### src/rtl/tictactoe_pkg.sv
`default_nettype none
// ============================================================================
// Module   : tictactoe_pkg
// Purpose  : Shared definitions for the tic-tac-toe turn sequencer: FSM state
//            encoding, winner codes, cell indices, the eight win-line masks
//            and small board helpers.
// Ports    : none (package)
// Revision : 1.0 - initial release
// ============================================================================
package tictactoe_pkg;

  // Board bit 8 is the top-left cell, bit 0 the bottom-right (row-major).
  localparam int NUM_CELLS = 9;
  localparam int NUM_LINES = 8;

  typedef enum logic [2:0] {
    IDLE      = 3'd0,
    AI_REQ    = 3'd1,
    AI_COMMIT = 3'd2,
    CHECK_X   = 3'd3,
    WAIT_O    = 3'd4,
    CHECK_O   = 3'd5,
    DONE      = 3'd6
  } state_t;

  localparam logic [1:0] WINNER_NONE = 2'b00;
  localparam logic [1:0] WINNER_X    = 2'b01;
  localparam logic [1:0] WINNER_O    = 2'b10;

  localparam logic [3:0] CELL_TL = 4'd8;
  localparam logic [3:0] CELL_TM = 4'd7;
  localparam logic [3:0] CELL_TR = 4'd6;
  localparam logic [3:0] CELL_ML = 4'd5;
  localparam logic [3:0] CELL_C  = 4'd4;
  localparam logic [3:0] CELL_MR = 4'd3;
  localparam logic [3:0] CELL_BL = 4'd2;
  localparam logic [3:0] CELL_BM = 4'd1;
  localparam logic [3:0] CELL_BR = 4'd0;

  // Three rows, three columns, two diagonals.
  localparam logic [NUM_LINES-1:0][NUM_CELLS-1:0] WIN_LINES = {
    9'b111_000_000,
    9'b000_111_000,
    9'b000_000_111,
    9'b100_100_100,
    9'b010_010_010,
    9'b001_001_001,
    9'b100_010_001,
    9'b001_010_100
  };

  // One-hot of the highest-index empty cell; zero when the board is full.
  // Ascending scan so the last (highest) empty cell found wins.
  function automatic logic [NUM_CELLS-1:0] highest_empty(input logic [NUM_CELLS-1:0] occ);
    highest_empty = '0;
    for (int i = 0; i < NUM_CELLS; i++) begin
      if (!occ[i]) highest_empty = 9'b1 << i;
    end
  endfunction

  function automatic logic is_one_hot(input logic [NUM_CELLS-1:0] v);
    is_one_hot = (v != '0) && ((v & (v - 9'd1)) == '0);
  endfunction

endpackage
`default_nettype wire

### src/rtl/win_detect.sv
`default_nettype none
// ============================================================================
// Module   : win_detect
// Purpose  : Flags whether a single player's board holds any complete line.
// Ports    : board - 9-bit occupancy of one player (bit 8 = top-left)
//            win   - high when any row, column or diagonal is fully set
// Revision : 1.0 - initial release
// ============================================================================
module win_detect
  import tictactoe_pkg::*;
(
  input  logic [NUM_CELLS-1:0] board,
  output logic                 win
);

  logic [NUM_LINES-1:0] w_hit;

  for (genvar g = 0; g < NUM_LINES; g++) begin : g_line
    assign w_hit[g] = ((board & WIN_LINES[g]) == WIN_LINES[g]);
  end

  assign win = |w_hit;

endmodule
`default_nettype wire

### src/rtl/turn_sequencer.sv
`default_nettype none
// ============================================================================
// Module   : turn_sequencer
// Purpose  : Alternates X (external AI lookup) and O (human) turns on a 3x3
//            board, rejecting illegal human moves and detecting win/draw.
// Ports    : clk, rst    - clock, asynchronous active-high reset
//            start       - pulse, begins a game from IDLE or DONE
//            move_valid  - human move strobe, move_idx = cell (8 = TL)
//            ai_move     - one-hot suggested X cell, 0 = no suggestion
//            x_state     - registered X board
//            o_state     - registered O board
//            move_ready  - waiting for the human move
//            illegal     - 1-cycle pulse after a rejected human move
//            game_over   - game finished, winner valid
//            winner      - 00 none/draw, 01 X, 10 O
//            move_count  - occupied cells 0..9
// Revision : 1.0 - initial release
// ============================================================================
module turn_sequencer
  import tictactoe_pkg::*;
#(
  parameter int AI_WAIT = 1
) (
  input  logic                 clk,
  input  logic                 rst,
  input  logic                 start,
  input  logic                 move_valid,
  input  logic [3:0]           move_idx,
  input  logic [NUM_CELLS-1:0] ai_move,
  output logic [NUM_CELLS-1:0] x_state,
  output logic [NUM_CELLS-1:0] o_state,
  output logic                 move_ready,
  output logic                 illegal,
  output logic                 game_over,
  output logic [1:0]           winner,
  output logic [3:0]           move_count
);

  localparam logic [3:0] c_ai_wait   = 4'(AI_WAIT);
  localparam logic [3:0] c_full_cnt  = 4'(NUM_CELLS);

  state_t               r_state, w_state_nxt;
  logic [NUM_CELLS-1:0] r_x, w_x_nxt;
  logic [NUM_CELLS-1:0] r_o, w_o_nxt;
  logic [3:0]           r_count, w_count_nxt;
  logic [1:0]           r_winner, w_winner_nxt;
  logic                 r_illegal, w_illegal_nxt;
  logic [3:0]           r_wait_cnt, w_wait_nxt;

  logic [NUM_CELLS-1:0] w_occ;
  logic                 w_ai_ok;
  logic [NUM_CELLS-1:0] w_o_bit;
  logic                 w_o_legal;
  logic                 w_x_win;
  logic                 w_o_win;

  win_detect u_win_x (.board(r_x), .win(w_x_win));
  win_detect u_win_o (.board(r_o), .win(w_o_win));

  assign w_occ   = r_x | r_o;
  assign w_ai_ok = is_one_hot(ai_move) && ((ai_move & w_occ) == '0);
  // Out-of-range indices decode to no cell so they can never touch the board.
  assign w_o_bit   = (move_idx <= CELL_TL) ? (9'b1 << move_idx) : '0;
  assign w_o_legal = (w_o_bit != '0) && ((w_o_bit & w_occ) == '0);

  always_ff @(posedge clk or posedge rst) begin
    if (rst) r_state <= IDLE;
    else     r_state <= w_state_nxt;
  end

  always_comb begin
    w_state_nxt   = r_state;
    w_x_nxt       = r_x;
    w_o_nxt       = r_o;
    w_count_nxt   = r_count;
    w_winner_nxt  = r_winner;
    w_illegal_nxt = 1'b0;
    w_wait_nxt    = r_wait_cnt;
    case (r_state)
      IDLE, DONE: begin
        if (start) begin
          w_x_nxt      = '0;
          w_o_nxt      = '0;
          w_count_nxt  = '0;
          w_winner_nxt = WINNER_NONE;
          w_wait_nxt   = c_ai_wait;
          w_state_nxt  = AI_REQ;
        end
      end
      AI_REQ: begin
        // Boards are frozen here so the external lookup sees a stable input.
        if (r_wait_cnt <= 4'd1) begin
          w_wait_nxt  = '0;
          w_state_nxt = AI_COMMIT;
        end else begin
          w_wait_nxt  = r_wait_cnt - 4'd1;
        end
      end
      AI_COMMIT: begin
        w_x_nxt     = r_x | (w_ai_ok ? ai_move : highest_empty(w_occ));
        w_count_nxt = r_count + 4'd1;
        w_state_nxt = CHECK_X;
      end
      CHECK_X: begin
        if (w_x_win) begin
          w_winner_nxt = WINNER_X;
          w_state_nxt  = DONE;
        end else if (r_count == c_full_cnt) begin
          w_winner_nxt = WINNER_NONE;
          w_state_nxt  = DONE;
        end else begin
          w_state_nxt  = WAIT_O;
        end
      end
      WAIT_O: begin
        if (move_valid) begin
          if (w_o_legal) begin
            w_o_nxt     = r_o | w_o_bit;
            w_count_nxt = r_count + 4'd1;
            w_state_nxt = CHECK_O;
          end else begin
            w_illegal_nxt = 1'b1;
          end
        end
      end
      CHECK_O: begin
        if (w_o_win) begin
          w_winner_nxt = WINNER_O;
          w_state_nxt  = DONE;
        end else if (r_count == c_full_cnt) begin
          w_winner_nxt = WINNER_NONE;
          w_state_nxt  = DONE;
        end else begin
          w_wait_nxt   = c_ai_wait;
          w_state_nxt  = AI_REQ;
        end
      end
      default: w_state_nxt = IDLE;
    endcase
  end

  always_ff @(posedge clk or posedge rst) begin
    if (rst) begin
      r_x        <= '0;
      r_o        <= '0;
      r_count    <= '0;
      r_winner   <= WINNER_NONE;
      r_illegal  <= 1'b0;
      r_wait_cnt <= '0;
    end else begin
      r_x        <= w_x_nxt;
      r_o        <= w_o_nxt;
      r_count    <= w_count_nxt;
      r_winner   <= w_winner_nxt;
      r_illegal  <= w_illegal_nxt;
      r_wait_cnt <= w_wait_nxt;
    end
  end

  assign x_state    = r_x;
  assign o_state    = r_o;
  assign move_count = r_count;
  assign winner     = r_winner;
  assign illegal    = r_illegal;
  assign move_ready = (r_state == WAIT_O);
  assign game_over  = (r_state == DONE);

endmodule
`default_nettype wire

### config.mk
export PLATFORM = sky130hd
export DESIGN_NAME = turn_sequencer
export DESIGN_NICKNAME = d
export VERILOG_FILES = /design/src/rtl/tictactoe_pkg.sv /design/src/rtl/win_detect.sv /design/src/rtl/turn_sequencer.sv
export SDC_FILE = /design/constraint.sdc
export NUM_CORES = 1
export LEC_CHECK = 0
export BUFFER_PORTS_ARGS = -buffer_cell sky130_fd_sc_hd__buf_2
export CAP_MARGIN = 20
export CORE_ASPECT_RATIO = 0.5
export CORE_MARGIN = 2
export CORE_UTILIZATION = 25
export DETAILED_ROUTE_END_ITERATION = 7
export MAX_ROUTING_LAYER = met4
export PLACE_DENSITY_LB_ADDON = 0.2
export SLEW_MARGIN = 20
export SYNTH_ARGS = -nofsm -noshare
export SYNTH_HDL_FRONTEND = slang
export SYNTH_SLANG_ARGS = --single-unit
### constraint.sdc
create_clock -name clk -period 3.78 [get_ports clk]
set_input_delay 0.567 -clock clk [delete_from_list [all_inputs] [get_ports clk]]
set_output_delay 0.567 -clock clk [all_outputs]
set_load 0.1 [all_outputs]
# Word level (Yosys, flattened, before mapping)
# Cells that the tools add are included.
[classes] n_addsub=3 n_lt_le_gt_ge=2 n_eq_ne=29 shifts=1 n_mux=43 bitwise=6 reduce_logical=23
[op_table] cell="two-way mux 9 bit" count=14
[op_table] cell="equality test 3 bit (second input constant)" count=19
[op_table] cell="one-hot mux 9 bit (2 select lines)" count=2
[op_table] cell="two-way mux 4 bit" count=7
[op_table] cell="AND 9 bit" count=3
[op_table] cell="zero test 9 bit" count=3
[op_table] cell="OR 9 bit" count=3
[op_table] cell="one-hot mux 4 bit (3 select lines)" count=2
[op_table] cell="two-way mux 3 bit" count=6
[op_table] cell="one-hot mux 3 bit (6 select lines)" count=1
[op_table] cell="nonzero test 9 bit" count=2
[op_table] cell="AND reduction 4 bit" count=4
[op_table] cell="OR reduction 8 bit" count=2
[op_table] cell="two-way mux 2 bit" count=6
[op_table] cell="!= test 2 bit (second input constant)" count=5
[op_table] cell="nonzero test 3 bit" count=3
[op_table] cell="left shift 1 x 4 -> 9 bit (first input constant)" count=1
[op_table] cell="subtractor 9 x 1 -> 9 bit (second input constant)" count=1
[op_table] cell="equality test 3 x 2 -> 1 bit (second input constant)" count=2
[op_table] cell="one-hot mux 2 bit (3 select lines)" count=1
[op_table] cell="adder 4 x 1 -> 4 bit (second input constant)" count=1
[op_table] cell="equality test 4 bit (second input constant)" count=1
[op_table] cell="<= comparator 4 x 1 -> 1 bit (second input constant)" count=1
[op_table] cell="<= comparator 4 bit (second input constant)" count=1
[op_table] cell="other kinds (9)" count=16
[totals] regBits=32 inputBits=17 out_inout_bits=27 word_cells=114

# Logic depth before layout (Yosys ltp)
[depth] depth_word=14 mapped_depth=8 ltp_nobuf=8

# Cells and area by module
# A second synthesis with hierarchy kept.
[unflattened] hier_cells=254 area_unflattened_um2=2137.0
[by_module_without_submodules] module="turn_sequencer" n_inst=1 cells_per_inst=238 area_each_um2=2026.9 seq_area_each_um2=800.8
[by_module_without_submodules] module="win_detect" n_inst=2 cells_per_inst=8 area_each_um2=55.1 seq_area_each_um2=0.0

# Worst setup path after synthesis
# OpenSTA, ideal clock, no wires.
[synth_timing] kind="register to output" start="register r_state[2]" end="output game_over" arrival_ns=3.025 required_ns=3.213 slack_ns=0.188 path_stages_with_launch=4 n_path_buf=2 path_cell_list="dfrtp_1 -> clkbuf_1 -> clkbuf_1 -> nor3b_1"
[synth_via] elab_chain_len=1
[synth_lines] element="start, declared" line_no="turn_sequencer.sv:42" source="state_t r_state, w_state_nxt;"
[synth_lines] element="start signal, assigned" line_no="turn_sequencer.sv:68" source="else r_state <= w_state_nxt;"
[synth_lines] element="equality test 3 bit" line_no="turn_sequencer.sv:166" source="assign game_over = (r_state == DONE);"
[synth_lines] element="end, declared" line_no="turn_sequencer.sv:34" source="output logic game_over,"
# Every way passes these cells.

# Worst setup path after layout
[layout_timing] start="register r_state[1]" end="output move_ready"
[layout_via] elab_chain_len=1
[layout_lines] element="equality test 3 bit" line_no="turn_sequencer.sv:165" source="assign move_ready = (r_state == WAIT_O);"
[layout_lines] element="end, declared" line_no="turn_sequencer.sv:32" source="output logic move_ready,"
# Every way passes these cells.

==> results.cfg <==
[finish]
synthToLayoutAreaGrowth_pct = 21.3
nets = 326
num_antenna_cells = 0
multiInputGateArea_sq_um = 1330
fin_area_sq_um = 2700
fillers = 911
final_util = 0.312
drive_gt1_frac = 0.219
regArea_sq_um = 801

[timing]
fin_crit_ns = 2.63
tightest_slew_ns = 0.730
rsz0062_at_grt = false
fin_crit_sh = 0.696
setup_viol = 0
slew_headroom = 0.513
clock_skew_ns = 0.00315
hold_viol = 0
slew_violations = 0
finalSetupTns_ns = 0
fmax_ghz = 0.380

[detailed_routing]
wl_um = 6940
ant_nets = 0
wl_per_cell_um = 16.4
viasPerCell = 5.30
dr_wl_met3_um = 252
wl_met2_um = 3160
initialDrtViolationCount = 238
vias = 2241
first_pass_iters = 4
highest_layer = met4
wl_met1_um = 3460
drc = 0

[placement]
post_dp_cell_area_sq_um = 2560
gp_congestion = 0.903
portBuffers = 43
hpwl_um = 5050

[worst_setup_path]
crit_arrival_ns = 2.06
slowest_stage = dfrtp_1
cpPeakStageDelay_ns = 0.54
end_kind = output port
rrSetupSlack_ns = 1.28
path_delay_family = buffers and inverters
crit_chain = inv_1, nand2_1, nor2_1, buf_2
reg2reg_to = x_state[0]$_DFFE_PP0P_
required_ns = 3.21
timing.rr.start = r_state[1]$_DFFE_PP0P_
path_buf_inv = 2
endpoint = move_ready
start_kind = flip-flop
worst-path-max-fanout = 15
critPathLaunch = r_state[1]$_DFFE_PP0P_
critPathKind = flip-flop to output port
path_depth = 4
worstRegToRegCells = 7

[flow_run]
maxCapViolCount = 0

[floorplan]
initial_core_util = 0.257
ioPinCount = 44
chipHeight_um = 70.8
die_w_um = 138
fp.coreArea_sq_um = 8680
dieArea_sq_um = 9730
rows = 24

[power]
p_sw_mw = 1.48
clkPwrFrac = 0.158
fin_total_pwr_mw = 2.54
power.leakage_nw = 1.23
pwr_density_cell_nw_per_um2 = 938
sw_frac_of_total = 0.584
seqPwrFrac = 0.278
p_int_mw = 1.06
comb_power_share = 0.565
ir_worst_vdd_mv = 0.308

[clocking]
cts_tree = yes
cts_sinks = 32
postCtsHoldBufs = 0
clkLatencyLatePin_ns = 0.28
cts.repair.resized = 0
clkTransAtPathRegs_ns = 0.06
cts_buffers = 5
h-tree-depth = 2
cts-root-buf = clkbuf_16
cts_setup_buffers = 0
clockBufferDepth = 2

[synthesis]
synth_seq_cells = 32
synth_cell_type_count = 61
yosysWarnings = 0
synth_area_sq_um = 2230
syn_area_per_cell_sq_um = 8.38
syn-num-nets = 287
synth-edff-count = 0
ys_seq_area_frac = 0.359
syn_inst = 266
postSynth.asyncResetShare = 1.00
synthFlopType = dfrtp_1

[grt]
overflow = 0
grt_pass1_vias = 2163
grt_max_degree = 33
grt_usage = 0.154
antenna_found_initial = 0
grt_pass1_wl_um = 11400

[run_status]
status = finished clean

[worst_hold_path]
hp-class = input pin to async pin
[placed cells by master, fill, tap and decap left out, types with 2 or more instances in the layout]
cell	n
o21ai_0	14
nor3_1	9
clkinv_2	2
nor2_1	31
or4_1	2
nand2b_1	7
a32oi_1	3
a22o_1	9
a21oi_1	9
o41ai_2	2
mux2_4	2
nor4_1	2
inv_1	12
and3_1	3
buf_4	3
o221ai_1	3
o41ai_1	4
mux2i_1	3
buf_2	43
nand3_1	10
nor2b_1	5
dfrtp_1	32
o211ai_1	3
o21ai_1	6
clkbuf_16	5
ha_1	4
nand4_1	4
nor4b_1	2
a221o_1	2
nand2_1	28
a21o_1	2
o22ai_1	4
a211o_1	3
a31oi_1	3
[logic make-up (layout without fill, tap and decap cells)]
logic type | after synthesis | after routing | synth area share
compound gates | 83 | 83 | 0.280
fa+ha+maj | 4 | 4 | 0.0225
buf+inv | 26 | 66 | 0.0438
flops | 32 | 32 | 0.359
mux | 6 | 6 | 0.0320
simple gates | 115 | 115 | 0.263
[power by group through the flow]
stage / Clock (mW) / Sequential [mW] / Combinational [mW]
3_3_place_gp: 0 / 0.704 / 1.43
4_1_cts: 0.406 / 0.701 / 1.44
5_1_grt: 0.423 / 0.732 / 1.53
3_5_place_dp: 0 / 0.705 / 1.44
6_report: 0.400 / 0.704 / 1.43
2_1_floorplan: 0 / 1.16 / 0.672
[stage by stage]
stage               instances  hold slack (ns)  setup slack, ns
floorplan                 266            0.500            0.188
global placement          415            0.530             1.21
detailed placement        415            0.546             1.16
CTS                       423            0.408             1.15
global route              423            0.439             1.03
finish                    423            0.384             1.15
[layout make-up]
type                       count  area share
multi-input combinational    208       0.492
sequential                    32       0.296
timing repair buffer          46      0.0879
tap                          117      0.0541
clock buffer                   5      0.0463
inverter                      12      0.0167
clock inverter                 3     0.00694
[worst min-delay path by stage]
stage                                         start                        end  slack [ns]  depth (start not counted)
after floorplan           r_wait_cnt[1]$_DFFE_PP0P_  r_wait_cnt[1]$_DFFE_PP0P_        0.50                          2
after global placement    r_wait_cnt[1]$_DFFE_PP0P_  r_wait_cnt[1]$_DFFE_PP0P_        0.53                          2
after detailed placement  r_wait_cnt[1]$_DFFE_PP0P_  r_wait_cnt[1]$_DFFE_PP0P_        0.55                          2
after CTS                                       rst          illegal$_DFF_PP0_        0.41                          3
after global routing                            rst  r_wait_cnt[1]$_DFFE_PP0P_        0.44                          3
final                                           rst  r_wait_cnt[1]$_DFFE_PP0P_        0.38                          3
[registers in the layout (all words and copies together), names as in the netlist]
signal	count
illegal	1
move_count	4
o_state	9
r_state	3
r_wait_cnt	4
winner	2
x_state	9
[Yosys cell counts, drive strengths merged, types with 6 or more instances]
cell,n,share of area
clkbuf,12,0.020
nand2,29,0.052
o41ai,6,0.030
dfrtp,32,0.36
o21ai,21,0.049
nor2,31,0.052
a21oi,9,0.020
a22o,9,0.035
inv,12,0.020
nand3,10,0.022
nor3,9,0.020
nand2b,7,0.020
[per-layer routing]
metal,up-vias,GRT usage
met5,-,-
met4,0,0.0458
met3,7,0.0330
met2,55,0.229
met1,1096,0.211
li1,1083,-
[worst reg2reg max path: cells and delay by family (launching register included)]
family,cells,cell delay [ns]
buf+inv,1,0.20
simple gates,4,1.14
compound gates,2,0.44
flops,1,0.62
Note: power is estimated with default switching activity, not from simulation.
